==> src/rtl/xgmii_rx_decoder_if.sv <==
// XGMII receive lanes in, Avalon-ST frame words out.
// The decoder side uses master; the consumer side uses slave.
interface xgmii_rx_decoder_if;
  localparam int unsigned XGMII_W = 72;
  localparam int unsigned DATA_W  = 64;
  localparam int unsigned EMPTY_W = 3;
  localparam int unsigned ERR_W   = 3;
  localparam int unsigned LEN_W   = 16;

  logic [XGMII_W-1:0] xgmii_rx_data;
  logic               rx_valid;
  logic               rx_startofpacket;
  logic               rx_endofpacket;
  logic [DATA_W-1:0]  rx_data;
  logic [EMPTY_W-1:0] rx_empty;
  logic [ERR_W-1:0]   rx_error;
  logic [LEN_W-1:0]   rx_len;
  logic               stat_drop;

  modport master (
    input  xgmii_rx_data,
    output rx_valid, rx_startofpacket, rx_endofpacket, rx_data,
    output rx_empty, rx_error, rx_len, stat_drop
  );

  modport slave (
    output xgmii_rx_data,
    input  rx_valid, rx_startofpacket, rx_endofpacket, rx_data,
    input  rx_empty, rx_error, rx_len, stat_drop
  );
endinterface

==> src/rtl/xgmii_rx_decoder.sv <==
// XGMII 72-bit SDR receive decoder: strips start/preamble, finds terminate,
// emits 64-bit Avalon-ST words with length and error status on EOP.
module xgmii_rx_decoder #(
  parameter int unsigned MIN_LEN = 64,
  parameter int unsigned MAX_LEN = 1518
) (
  input logic               clk_156_25,
  input logic               rst,
  xgmii_rx_decoder_if.master bus
);
  localparam int unsigned LANES = 8;
  localparam logic [7:0]  C_START = 8'hFB;
  localparam logic [7:0]  C_TERM  = 8'hFD;

  typedef enum logic [1:0] {IDLE, DATA, DROP} state_t;

  state_t      state;
  logic [63:0] hold_data;
  logic        hold_valid;
  logic        hold_eop;
  logic [2:0]  hold_empty;
  logic        hold_err;
  logic        first;
  logic [15:0] len_cnt;

  logic [7:0]  byt [LANES];
  logic [7:0]  ctl;
  logic        k_found;
  logic [2:0]  k_idx;
  logic [63:0] word_full;
  logic [63:0] word_part;
  logic        start_any;
  logic        start_ok;
  logic        term_any;

  // Lane unpacking, lowest control lane, start/terminate detection
  always_comb begin
    k_found   = 1'b0;
    k_idx     = 3'd0;
    word_full = 64'd0;
    word_part = 64'd0;
    term_any  = 1'b0;
    for (int i = 0; i < 8; i++) begin
      byt[i] = bus.xgmii_rx_data[9*i +: 8];
      ctl[i] = bus.xgmii_rx_data[9*i + 8];
    end
    for (int i = 7; i >= 0; i--) begin
      if (ctl[i]) begin
        k_found = 1'b1;
        k_idx   = 3'(i);
      end
    end
    for (int i = 0; i < 8; i++) begin
      word_full[63-8*i -: 8] = byt[i];
      word_part[63-8*i -: 8] = (3'(i) < k_idx) ? byt[i] : 8'd0;
      if (ctl[i] && byt[i] == C_TERM) term_any = 1'b1;
    end
    start_any = ctl[0] && byt[0] == C_START;
    start_ok  = start_any && ctl[7:1] == 7'd0 && byt[7] == 8'hD5;
    for (int i = 1; i < 7; i++) begin
      if (byt[i] != 8'h55) start_ok = 1'b0;
    end
  end

  logic        emit_v;
  logic        emit_eop;
  logic [2:0]  emit_empty;
  logic        emit_cerr;
  logic [3:0]  emit_bytes;
  logic [16:0] len_sum;
  logic [15:0] len_new;

  // Selects what leaves the hold register this cycle and the running length
  always_comb begin
    emit_v     = 1'b0;
    emit_eop   = 1'b0;
    emit_empty = 3'd0;
    emit_cerr  = 1'b0;
    emit_bytes = 4'd8;
    if (hold_valid && hold_eop) begin
      emit_v     = 1'b1;
      emit_eop   = 1'b1;
      emit_empty = hold_empty;
      emit_cerr  = hold_err;
      emit_bytes = 4'd8 - {1'b0, hold_empty};
    end else if (state == DATA && hold_valid) begin
      emit_v    = 1'b1;
      emit_eop  = k_found && k_idx == 3'd0;
      emit_cerr = emit_eop && byt[0] != C_TERM;
    end
    len_sum = {1'b0, len_cnt} + 17'(emit_bytes);
    len_new = len_sum[16] ? 16'hFFFF : len_sum[15:0];
  end

  always_ff @(posedge clk_156_25) begin
    if (rst) begin
      state                <= IDLE;
      hold_data            <= 64'd0;
      hold_valid           <= 1'b0;
      hold_eop             <= 1'b0;
      hold_empty           <= 3'd0;
      hold_err             <= 1'b0;
      first                <= 1'b0;
      len_cnt              <= 16'd0;
      bus.rx_valid         <= 1'b0;
      bus.rx_startofpacket <= 1'b0;
      bus.rx_endofpacket   <= 1'b0;
      bus.rx_data          <= 64'd0;
      bus.rx_empty         <= 3'd0;
      bus.rx_error         <= 3'd0;
      bus.rx_len           <= 16'd0;
      bus.stat_drop        <= 1'b0;
    end else begin
      bus.rx_valid         <= 1'b0;
      bus.rx_startofpacket <= 1'b0;
      bus.rx_endofpacket   <= 1'b0;
      bus.rx_data          <= 64'd0;
      bus.rx_empty         <= 3'd0;
      bus.rx_error         <= 3'd0;
      bus.rx_len           <= 16'd0;
      bus.stat_drop        <= 1'b0;

      if (emit_v) begin
        bus.rx_valid         <= 1'b1;
        bus.rx_data          <= hold_data;
        bus.rx_startofpacket <= first;
        bus.rx_endofpacket   <= emit_eop;
        first                <= 1'b0;
        if (emit_eop) begin
          bus.rx_empty <= emit_empty;
          bus.rx_len   <= len_new;
          bus.rx_error <= {32'(len_new) > MAX_LEN, 32'(len_new) < MIN_LEN, emit_cerr};
          len_cnt      <= 16'd0;
        end else begin
          len_cnt <= len_new;
        end
      end

      // A pending partial EOP word always drains in the cycle after it was loaded
      if (hold_eop) begin
        hold_valid <= 1'b0;
        hold_eop   <= 1'b0;
      end

      case (state)
        IDLE: begin
          if (start_any) begin
            if (start_ok) begin
              state      <= DATA;
              first      <= 1'b1;
              hold_valid <= 1'b0;
            end else begin
              state         <= DROP;
              bus.stat_drop <= 1'b1;
            end
          end
        end
        DATA: begin
          if (!k_found) begin
            hold_data  <= word_full;
            hold_valid <= 1'b1;
          end else begin
            state <= IDLE;
            if (k_idx == 3'd0) begin
              hold_valid <= 1'b0;
              if (!hold_valid) bus.stat_drop <= 1'b1;
            end else begin
              hold_data  <= word_part;
              hold_valid <= 1'b1;
              hold_eop   <= 1'b1;
              hold_empty <= 3'(4'd8 - {1'b0, k_idx});
              hold_err   <= byt[k_idx] != C_TERM;
            end
          end
        end
        DROP: begin
          if (term_any) state <= IDLE;
        end
        default: state <= IDLE;
      endcase
    end
  end
endmodule

==> src/flat_wrapper.sv <==
// flat-port wrapper written by rule: the top's interface ports become plain ports
module xgmii_rx_decoder_flat 
#(
  parameter int unsigned MIN_LEN = 64,
  parameter int unsigned MAX_LEN = 1518
)
  (clk_156_25, rst, bus_xgmii_rx_data, bus_rx_valid, bus_rx_startofpacket, bus_rx_endofpacket, bus_rx_data, bus_rx_empty, bus_rx_error, bus_rx_len, bus_stat_drop);
  xgmii_rx_decoder_if bus_i ();
  input logic clk_156_25;
  input logic rst;
  input wire logic [$bits(bus_i.xgmii_rx_data)-1:0] bus_xgmii_rx_data;
  output wire logic [$bits(bus_i.rx_valid)-1:0] bus_rx_valid;
  output wire logic [$bits(bus_i.rx_startofpacket)-1:0] bus_rx_startofpacket;
  output wire logic [$bits(bus_i.rx_endofpacket)-1:0] bus_rx_endofpacket;
  output wire logic [$bits(bus_i.rx_data)-1:0] bus_rx_data;
  output wire logic [$bits(bus_i.rx_empty)-1:0] bus_rx_empty;
  output wire logic [$bits(bus_i.rx_error)-1:0] bus_rx_error;
  output wire logic [$bits(bus_i.rx_len)-1:0] bus_rx_len;
  output wire logic [$bits(bus_i.stat_drop)-1:0] bus_stat_drop;
  assign bus_i.xgmii_rx_data = bus_xgmii_rx_data;
  assign bus_rx_valid = bus_i.rx_valid;
  assign bus_rx_startofpacket = bus_i.rx_startofpacket;
  assign bus_rx_endofpacket = bus_i.rx_endofpacket;
  assign bus_rx_data = bus_i.rx_data;
  assign bus_rx_empty = bus_i.rx_empty;
  assign bus_rx_error = bus_i.rx_error;
  assign bus_rx_len = bus_i.rx_len;
  assign bus_stat_drop = bus_i.stat_drop;
  xgmii_rx_decoder #(.MIN_LEN(MIN_LEN), .MAX_LEN(MAX_LEN)) u_core (.clk_156_25(clk_156_25), .rst(rst), .bus(bus_i));
endmodule
==> config.mk <==
export PLATFORM = sky130hd
export DESIGN_NAME = xgmii_rx_decoder_flat
export DESIGN_NICKNAME = d
export VERILOG_FILES = /design/src/rtl/xgmii_rx_decoder_if.sv /design/src/rtl/xgmii_rx_decoder.sv /design/src/flat_wrapper.sv
export SDC_FILE = /design/constraint.sdc
export NUM_CORES = 1
export LEC_CHECK = 0
export CAP_MARGIN = 5
export CORE_MARGIN = 2
export CORE_UTILIZATION = 40
export DETAILED_ROUTE_END_ITERATION = 10
export GPL_TIMING_DRIVEN = 1
export PLACE_DENSITY = 0.67
export SKIP_CTS_REPAIR_TIMING = 1
export SLEW_MARGIN = 20
export SYNTH_ARGS = -nofsm -noshare
export SYNTH_HDL_FRONTEND = slang
export SYNTH_SLANG_ARGS = --single-unit
==> constraint.sdc <==
create_clock -name clk_156_25 -period 4.85 [get_ports clk_156_25]
set_input_delay 0.97 -clock clk_156_25 [delete_from_list [all_inputs] [get_ports clk_156_25]]
set_output_delay 0.97 -clock clk_156_25 [all_outputs]
set_load 0.01 [all_outputs]
==> results.txt <==
----------------------------------------------------
[Synth]
  Post-synthesis cell type with the largest combined area ... dfxtp_1
  Share of the yosys chip area belonging to registers ... 52.6%
  Number of synthesized flops with an enable pin ... 0
  Avg Synthesized Cell Area ... 9.05 µm²
  Primary flip-flop cell chosen by synthesis mapping ... dfxtp_1
  Top cell type's share of synthesized area ... 52.6%
  Top cells by area, synth ... dfxtp_1 53%, and2_1 6.1%, nor2_1 5.2%
  Library cells used by synthesis ... 63
  Most used standard cell by instance count after synthesis ... dfxtp_1
  Synthesized instance count ... 753
  FFs w/ async S/R, synth ... 0%
  Number of synthesis warnings ... 0
  Synthesis-stage register bit count ... 179
  Mapped Area ... 6810 µm²
  Leading cell types by count after synthesis ... 179 x dfxtp_1, 95 x nor2_1, 68 x a21oi_1, 66 x and2_1, 57 x nand2_1
  Post-synthesis net count ... 835

[Critical path]
  Peak per-stage delay on the critical path ... 670 ps
  Critical Path Slowest Stage Cell ... a211oi_2
  Largest driver fanout on the critical path ... 28
  Start-to-end type of the worst setup path ... input port to flop
  Type of element capturing the critical path ... flop
  Path depth of the worst reg2reg path ... 11
  Crit Reg-Reg Endpoint ... u_core.bus.rx_error[2]$_SDFF_PP0_
  CP Depth ... 13
  Register-to-register setup slack ... 1380 ps
  Largest delay contributor family on the critical path ... compound AO/OA/AOI/OAI gates
  Worst setup path start ... bus_xgmii_rx_data[62]
  Crit Reg-Reg Startpoint ... u_core.hold_valid$_SDFF_PP0_
  Buffers and inverters on the worst path ... 2
  Worst EP arrival ... 4070 ps
  Required time worst endpoint ... 5200 ps
  Cells along the critical path ... clkdlybuf4s50_1 > nand2b_1 > a21oi_1 > o21bai_1 > a21oi_1 > inv_1 > ha_1 > ha_1 > nand2_1 > nand2_2 > a211oi_2 > a22oi_1 > nor2_1
  Crit path capture ... u_core.hold_data[31]$_SDFFE_PP0P_
  CP startpoint kind ... input port

[STA]
  Setup TNS ... 0 ps
  Hold violation total from the final report ... 0
  Worst max-slew margin expressed relative to the limit ... 34.0%
  Clock period minus worst slack ... 3720 ps
  Crit share post-route ... 76.8%
  Number of failing setup endpoints in the final timing report ... 0
  Setup repair after global routing missed its margin ... no
  Worst hold margin ... 447 ps
  Slew at the pin closest to its max-slew limit ... 990 ps
  Achievable frequency ... 269 MHz
  Max Slew Vio Count ... 0
  Worst clock skew ... 7.20 ps

[Placed design]
  DP Wirelength ... 12700 µm
  Number of placed instances, taps included ... 1105
  RePlAce Congestion ... 0.895
  Number of buffers added on ports ... 163

[Hold path]
  Hold Path Class ... flop to flop

[GRT]
  GR Overflow Total ... 0
  Wire length of the first global-routing pass ... 28900 µm
  Pin count of the biggest net entering global routing ... 94
  Overall Global Routing Usage ... 20.1%
  Vias in the first global route ... 5553
  Initial antenna violation count ... 0

[Outcome]
  Result of the run ... finished, final reports clean

[Power and ir drop]
  Worst IR Drop VDD ... 0.249 mV
  Pleak ... 3.37 nW
  Final total power ... 3.10 mW
  Power Density ... 335 nW/µm²

[Routing]
  Drt first-iter violations ... 429
  Final wirelength ... 18100 µm
  Remaining routing DRC violations ... 0
  Vias ... 5829
  Per-cell routed wire length ... 16.0 µm
  TritonRoute pass-1 iters ... 6
  Number of nets with antenna violations after routing ... 0
  Avg Vias per Cell ... 5.13

[Layout]
  Antenna diodes ... 0
  Total Nets Final ... 986
  Area Overhead vs Synth ... 36.1%
  Non-filler cells, final ... 1136
  Fraction of final layout cells with drive strength greater than 1 ... 7.10%

[Floorplanning]
  Die height ... 135 µm
  Count of boundary I/O pins ... 164
  Horizontal die dimension ... 135 µm
  Starting density of the core ... 40.9%
  Area of the core ... 16600 µm²
  Number of standard-cell rows in the floorplan ... 47
  Die area ... 18100 µm²

[CTS]
  Clock latency of the later-clocked register in the worst-skew pair ... 430 ps
  Clock-pin slew of the registers on the worst-case setup and hold paths ... 60 ps
  # H-tree levels ... 4
  CTS tree ... yes
  Number of clock sinks seen by CTS ... 179
  Clk root buf ... clkbuf_16
  Number of buffers on the longest clock path ... 2
  Clock buffer count from CTS ... 17

[Job]
  Max-capacitance violation count ... 0

----------------------------------------------------
==> cell families (layout without fill, tap and decap cells) <==
| kind of cell | after synthesis | count (layout) | share of synthesized area, % |
|---|---|---|---|
| AO/OA/AOI/OAI | 148 | 148 | 13.7 |
| XOR/XNOR | 10 | 10 | 1.29 |
| adder cells (fa/ha/maj) | 8 | 8 | 1.58 |
| buffers and inverters | 54 | 217 | 3.73 |
| flip-flops | 179 | 179 | 52.6 |
| multiplexers | 7 | 7 | 1.05 |
| AND/OR/NAND/NOR | 347 | 347 | 26.0 |
==> layer usage <==
layer	vias up	routed length, µm	GRT usage (%)
met3	30	823	3.98
met5	-	0	0
met2	180	8360	31.8
met4	0	374	8.01
li1	2909	-	-
met1	2710	8570	27.3
==> area by class of cell <==
cell class	count	area, µm²
fillers	1488	7370
flip-flops and latches	179	3580
multi-input cells	520	2990
repair buffers	174	1730
clock buffers	17	425
well taps	220	275
clock inverters	14	221
inverters	12	45.0
==> worst min path at each step <==
stage	start	endpoint	slack, ps	cells after the start
4_1_cts	u_core.hold_data[42]$_SDFFE_PP0P_	u_core.hold_data[42]$_SDFFE_PP0P_	450	2
5_1_grt	u_core.hold_data[32]$_SDFFE_PP0P_	u_core.hold_data[32]$_SDFFE_PP0P_	460	2
6_report	u_core.hold_data[51]$_SDFFE_PP0P_	u_core.hold_data[51]$_SDFFE_PP0P_	450	2
3_5_place_dp	u_core.hold_data[43]$_SDFFE_PP0P_	u_core.bus.rx_data[43]$_SDFF_PP0_	440	1
3_3_place_gp	u_core.hold_data[51]$_SDFFE_PP0P_	u_core.hold_data[51]$_SDFFE_PP0P_	430	2
2_1_floorplan	u_core.hold_data[16]$_SDFFE_PP0P_	u_core.hold_data[16]$_SDFFE_PP0P_	430	2
==> cells in the final DEF (no fill, tap or decap), drive strengths merged, types with 5 or more instances in the layout <==
cell type | netlist | layout
a211oi | 6 | 6
a21oi | 70 | 70
a22oi | 28 | 28
and2 | 66 | 66
buf | 12 | 12
bufinv | 0 | 5
clkbuf | 30 | 17
clkdlybuf4s50 | 0 | 162
dfxtp | 179 | 179
ha | 7 | 7
inv | 12 | 17
mux2i | 6 | 6
nand2 | 58 | 58
nand3 | 51 | 51
nand4 | 12 | 12
nor2 | 97 | 97
nor2b | 9 | 9
nor3 | 11 | 11
nor3b | 9 | 9
nor4 | 13 | 13
o21ai | 16 | 16
xnor2 | 6 | 6
==> worst reg2reg max path, stage by stage (launching register included) <==
cell	delay, ps
dfxtp_1	380
nand2_1	270
nor2_1	110
ha_1	230
fa_1	430
nand3_2	130
and2_1	370
or3_1	450
nand3_1	240
nand4b_1	300
nor4_1	340
a211oi_1	90
==> metrics by stage <==
| step | setup slack [ps] | area (µm²) | utilization, % |
|---|---|---|---|
| finish | 1130 | 9270 | 55.7 |
| global route | 782 | 9270 | 55.7 |
| CTS | 1170 | 9270 | 55.7 |
| detailed placement | 748 | 8620 | 51.8 |
| global placement | 816 | 8600 | 51.7 |
| floorplan | 1790 | 6810 | - |
==> where the power goes <==
part | internal, mW | total, mW | switching (mW)
clock network | 0.919 | 1.51 | 0.589
logic | 0.0660 | 0.125 | 0.0586
registers | 1.47 | 1.47 | 0.0000330
total | 2.45 | 3.10 | 0.648
==> sequential cells by signal (all words and copies together), names as in the netlist <==
signal,cells
u_core.hold_err,1
u_core.hold_valid,1
u_core.bus.stat_drop,1
u_core.bus.rx_valid,1
u_core.bus.rx_error,3
u_core.first,1
u_core.len_cnt,16
u_core.hold_data,64
u_core.hold_empty,3
u_core.state,2
u_core.bus.rx_empty,3
u_core.bus.rx_len,16
u_core.bus.rx_startofpacket,1
u_core.hold_eop,1
u_core.bus.rx_data,64
u_core.bus.rx_endofpacket,1
Power figures use the tool's default switching activity.
